**config.mk**
```make
export PLATFORM = sky130hd
export DESIGN_NAME = cu_fsm
export DESIGN_NICKNAME = d
export VERILOG_FILES = /design/src/rtl/cu_fsm.sv
export SDC_FILE = /design/constraint.sdc
export NUM_CORES = 1
export LEC_CHECK = 0
export ABC_AREA = 0
export CORE_UTILIZATION = 41
export DETAILED_ROUTE_END_ITERATION = 16
export GPL_TIMING_DRIVEN = 1
export HOLD_SLACK_MARGIN = 0.02
export PLACE_DENSITY = 0.77
export SLEW_MARGIN = 20
export SYNTH_ARGS = -nofsm -noshare
export SYNTH_HDL_FRONTEND = slang
export SYNTH_SLANG_ARGS = --single-unit
```
**constraint.sdc**
```tcl
create_clock -name clk -period 1.9 [get_ports clk]
set_input_delay 0.38 -clock clk [delete_from_list [all_inputs] [get_ports clk]]
set_output_delay 0.38 -clock clk [all_outputs]
set_load 0.005 [all_outputs]
```
**src/rtl/cu_fsm.sv**
```systemverilog
// cu_fsm: multi-cycle control unit. Accepts one instruction word over a
// valid/ready handshake and steps it through DECODE -> EXEC -> WB, driving
// register-file addresses, ALU operation select and a one-cycle write enable.
//
// Ports:
//   clk, rst_n        clock (rising edge), asynchronous active-low reset
//   instr_valid/ready handshake for instr = {opcode, rs2, rs1, rd}
//   rf_ra, rf_rb      register read addresses (rs1, rs2)
//   rf_wa, wr_en      register write address (rd) and one-cycle write enable
//   alu_op            ALU operation select (valid in EXEC and WB)
//   busy              instruction in flight
//   done              one-cycle retire pulse (ALU op, NOP or illegal)
//   illegal           one-cycle pulse when an undefined opcode is decoded
//
// Optional build macro CU_PERF_CNT_EN adds:
//   retired_cnt [31:0] wrapping count of done pulses
//   illegal_cnt [15:0] saturating count of illegal pulses
module cu_fsm #(
  parameter  int OP_W     = 7,
  parameter  int REG_AW   = 3,
  parameter  int ALU_OP_W = 3,
  localparam int INSTR_W  = OP_W + 3*REG_AW
) (
  input  logic                clk,
  input  logic                rst_n,
  input  logic                instr_valid,
  output logic                instr_ready,
  input  logic [INSTR_W-1:0]  instr,
  output logic [REG_AW-1:0]   rf_ra,
  output logic [REG_AW-1:0]   rf_rb,
  output logic [REG_AW-1:0]   rf_wa,
  output logic                wr_en,
  output logic [ALU_OP_W-1:0] alu_op,
  output logic                busy,
  output logic                done,
  output logic                illegal
`ifdef CU_PERF_CNT_EN
  ,output logic [31:0]        retired_cnt
  ,output logic [15:0]        illegal_cnt
`endif
);

  typedef enum logic [1:0] {S_IDLE, S_DECODE, S_EXEC, S_WB} state_e;

  typedef struct packed {
    logic [OP_W-1:0]   op;
    logic [REG_AW-1:0] rs2;
    logic [REG_AW-1:0] rs1;
    logic [REG_AW-1:0] rd;
  } ir_t;

  state_e state, state_nxt;
  ir_t    ir;

  logic                is_nop, is_alu;
  logic [ALU_OP_W-1:0] dec_alu;

  // Full-width opcode compare: unused MSBs must be zero for a legal op.
  always_comb begin
    is_nop  = 1'b0;
    is_alu  = 1'b1;
    dec_alu = '0;
    case (ir.op)
      OP_W'(0): begin is_nop = 1'b1; is_alu = 1'b0; end
      OP_W'(1): dec_alu = ALU_OP_W'(0);
      OP_W'(2): dec_alu = ALU_OP_W'(1);
      OP_W'(3): dec_alu = ALU_OP_W'(2);
      OP_W'(4): dec_alu = ALU_OP_W'(3);
      OP_W'(5): dec_alu = ALU_OP_W'(4);
      default:  is_alu = 1'b0;
    endcase
  end

  // State and instruction register.
  always_ff @(posedge clk or negedge rst_n) begin
    if (!rst_n) begin
      state <= S_IDLE;
      ir    <= '0;
    end else begin
      state <= state_nxt;
      if (state == S_IDLE && instr_valid) ir <= ir_t'(instr);
    end
  end

  // Next-state logic.
  always_comb begin
    state_nxt = state;
    case (state)
      S_IDLE:   if (instr_valid) state_nxt = S_DECODE;
      S_DECODE: state_nxt = is_alu ? S_EXEC : S_IDLE;
      S_EXEC:   state_nxt = S_WB;
      S_WB:     state_nxt = S_IDLE;
      default:  state_nxt = S_IDLE;
    endcase
  end

  // Outputs are decoded from state so that reset clears them (and wr_en)
  // immediately, without waiting for a clock edge.
  always_comb begin
    instr_ready = 1'b0;
    busy        = 1'b0;
    rf_ra       = '0;
    rf_rb       = '0;
    rf_wa       = '0;
    alu_op      = '0;
    wr_en       = 1'b0;
    done        = 1'b0;
    illegal     = 1'b0;
    case (state)
      S_IDLE: instr_ready = 1'b1;
      S_DECODE: begin
        busy    = 1'b1;
        rf_ra   = ir.rs1;
        rf_rb   = ir.rs2;
        rf_wa   = ir.rd;
        done    = ~is_alu;
        illegal = ~is_alu & ~is_nop;
      end
      S_EXEC: begin
        busy   = 1'b1;
        rf_ra  = ir.rs1;
        rf_rb  = ir.rs2;
        rf_wa  = ir.rd;
        alu_op = dec_alu;
      end
      S_WB: begin
        busy   = 1'b1;
        rf_ra  = ir.rs1;
        rf_rb  = ir.rs2;
        rf_wa  = ir.rd;
        alu_op = dec_alu;
        wr_en  = 1'b1;
        done   = 1'b1;
      end
      default: ;
    endcase
  end

`ifdef CU_PERF_CNT_EN
  always_ff @(posedge clk or negedge rst_n) begin
    if (!rst_n) begin
      retired_cnt <= '0;
      illegal_cnt <= '0;
    end else begin
      if (done) retired_cnt <= retired_cnt + 32'd1;
      if (illegal && illegal_cnt != 16'hFFFF) illegal_cnt <= illegal_cnt + 16'd1;
    end
  end
`endif

endmodule

```
==> summary.md <==
| Metric | Value |
|---|---|
| PwrDens | about 1000 nW/µm² |
| Status | finished, violations left |
| Syn nets | 90 |
| Power Total | about 1.5 mW |
| Most frequent cells in the layout | clkdlybuf4s50_1 (19), mux2_2 (17), dfrtp_1 (17), dlymetal6s2s_1 (11), nor2b_1 (10) |
| CTS buffer count | 3 |
| Min-delay worst type | in2async |
| Ys Warns | 0 |
| Slew Limit Fails | 0 |
| Placed cell area | around 1300 µm² |
| Critical Path Sink Type | primary output |
| Critical path, cell by cell | or4_4 -> buf_4 -> a21oi_2 -> nor3b_1 -> buf_2 |
| Buf+Inv Stages, Crit Path | 2 |
| Slowest cell delay on critical path | 560 ps |
| I/O pin cnt | 36 |
| Peak Freq | between 0.4 and 0.5 GHz |
| Critical Path Start Type | flop |
| Die span in y | roughly 48 µm |
| Slowest cell on the critical path | or4_4 |
| WL final | 1.95 mm |
| RSZ-0062 raised after global routing | yes |
| Die ar. | approximately 2300 µm² |
| Die width | between 40 and 50 µm |
| CP Class | reg2out |
| Layout cells sized above 1 | 42.5% |
| Vias per cell | around 4.9 |
| Final setup viols | 4 |
| Clk_lat worst skew | around 300 ps |
| Root Buffer | clkbuf_4 |
| Synthesized cell area | 870 µm² |
| Total grt overflow | 0 |
| Port bufs | 35 |
| Register area share after synthesis | between 50% and 60% |
| Final std cells w/o fill | ~150 |
| Final Hold Fails | 0 |
| Clk buf depth | 2 |
| Hold-fix buffers, CTS | 0 |
| Syn Area/Cell | between 10 and 15 µm² |
| Synth cell types | 20 |
| Most common cell after layout, fill and taps aside | clkdlybuf4s50_1 |
| CTS sink count | 18 |
| Cells after Synth | roughly 70 |
| DRC | 0 |
| Vias | 717 |
| Hold Worst Slack | just over 400 ps |
| Violated checks | negative setup slack |
| CTS tree | built |
| WL/cell | between 10 and 15 µm |
| Vias in the first global route | ~620 |
| Clk slew on worst S/H paths | ~100 ps |
| Setup ws final | -168 ps |
| Detailed placement HPWL | about 1.3 mm |
| Pre-antenna DRT Iters | 4 |
| Final cell area excluding filler cells | 1460 µm² |
| Max Cap Viol | 0 |
| VDD IR max | 813 µV |
| Site row count | 16 |
| Clock skew | between 5 and 6 ps |
| CP Max Fanout | 2 |
| Worst-margin pin slew | a little under 400 ps |
| Final #Nets | between 100 and 150 |
| Tcrit/Tclk final | 109% |
| Largest net degree at the start of global routing | 19 |
| Core area | slightly below 2000 µm² |
| Flops & latches, synth | 18 |
| Leakage | around 0.75 nW |
| CP delay by family, top | simple AND/OR/NAND/NOR gates |
| Worst Path Arrival | roughly 1700 ps |
| Antenna Nets Post-Route | 0 |
| Critical Path RT | 1520 ps |
| GRT Overall Usage | between 15 and 20% |
| Final Wtd Congestion | 0.704 |
| Max_slew headroom | approximately three quarters |
| Initial Utilization | between 40% and 50% |
| Min Tclk post-route | about 2100 ps |
| H-tree depth | 1 |
| First-pass GRT wire length | ~2.7 mm |
| 1st-iter DRT viols | 3 |
| Antenna violations before repair | 0 |
| Syn-to-layout area delta | 67.3% |
| N_diodes | 0 |
| Inst Count DP | between 100 and 150 |
| R2r setup slk | roughly 400 ps |
-- kinds of logic after synthesis --
family	synth area share, %
simple gates	17.1
flops	51.8
mux	22.0
buf+inv	5.18
compound gates	2.88
xor+xnor	1.01
-- routing by layer --
layer  part of all wire [%]  track usage (%)  vias to the layer above
met5                      0                0                        -
met4                    1.2             8.33                        0
met3                    3.7             4.53                        3
met2                     55             31.4                       20
met1                     40             20.2                      356
li1                       -                -                      338
-- area by class of cell --
type,instances,area [µm²]
Multi-Input combinational cell,47,435
Tap cell,27,33.8
Timing Repair Buffer,50,494
Inverter,1,3.75
Sequential cell,18,452
Fill cell,136,527
Clock buffer,4,36.3
-- final timing paths --
kind                         from  cells after the start   endpoint
min reg2reg                 ir[6]                      1      ir[6]
max                        ir[15]                      5    illegal
min                         rst_n                      2      ir[3]
min in group clk            ir[6]                      1      ir[6]
max in group asynchronous   rst_n                      2  async pin
max reg2reg                  flop                      5      ir[2]
-- sequential cells by signal (all words and copies together) (netlist names), named ones only --
register  cells
ir           16
state         1
-- power by group --
part | total [mW] | internal, mW | switching (mW)
Clock | 0.238 | 0.117 | 0.121
Sequential | 0.607 | 0.499 | 0.108
Combinational | 0.616 | 0.396 | 0.219
-- stage by stage --
stage               TNS, ps  util, %  setup slack (ps)
finish                 -431     73.4              -168
global route           -851     73.4              -269
CTS                    -439     69.4              -189
detailed placement     -650     64.5              -276
global placement       -494     64.5              -231
floorplan                 0        -               222
-- synthesized netlist by cell type --
cell type	count	area [µm²]
a2111oi_2	1	15.0
a21oi_1	2	10.0
and2_1	2	12.5
buf_2	1	5.00
buf_4	1	7.51
buf_6	1	11.3
clkbuf_1	1	3.75
clkbuf_8	1	13.8
dfrtp_1	18	450
inv_1	1	3.75
mux2_2	17	191
nand2_1	3	11.3
nand3b_1	1	7.51
nor2_1	4	15.0
nor2b_1	10	62.6
nor3_1	3	15.0
nor3b_1	1	7.51
nor4_1	1	6.26
or4_4	1	11.3
xnor2_1	1	8.76
-- repair_timing --
| item | CTS | global route |
|---|---|---|
| buffers inserted | 5 | 2 |
| pin swaps | 4 | 3 |
| cloned | 0 | 1 |
| endpoints found under the setup margin | 16 | 16 |
| gates resized for setup | 28 | 19 |
Note: power is estimated with default switching activity, not from simulation.
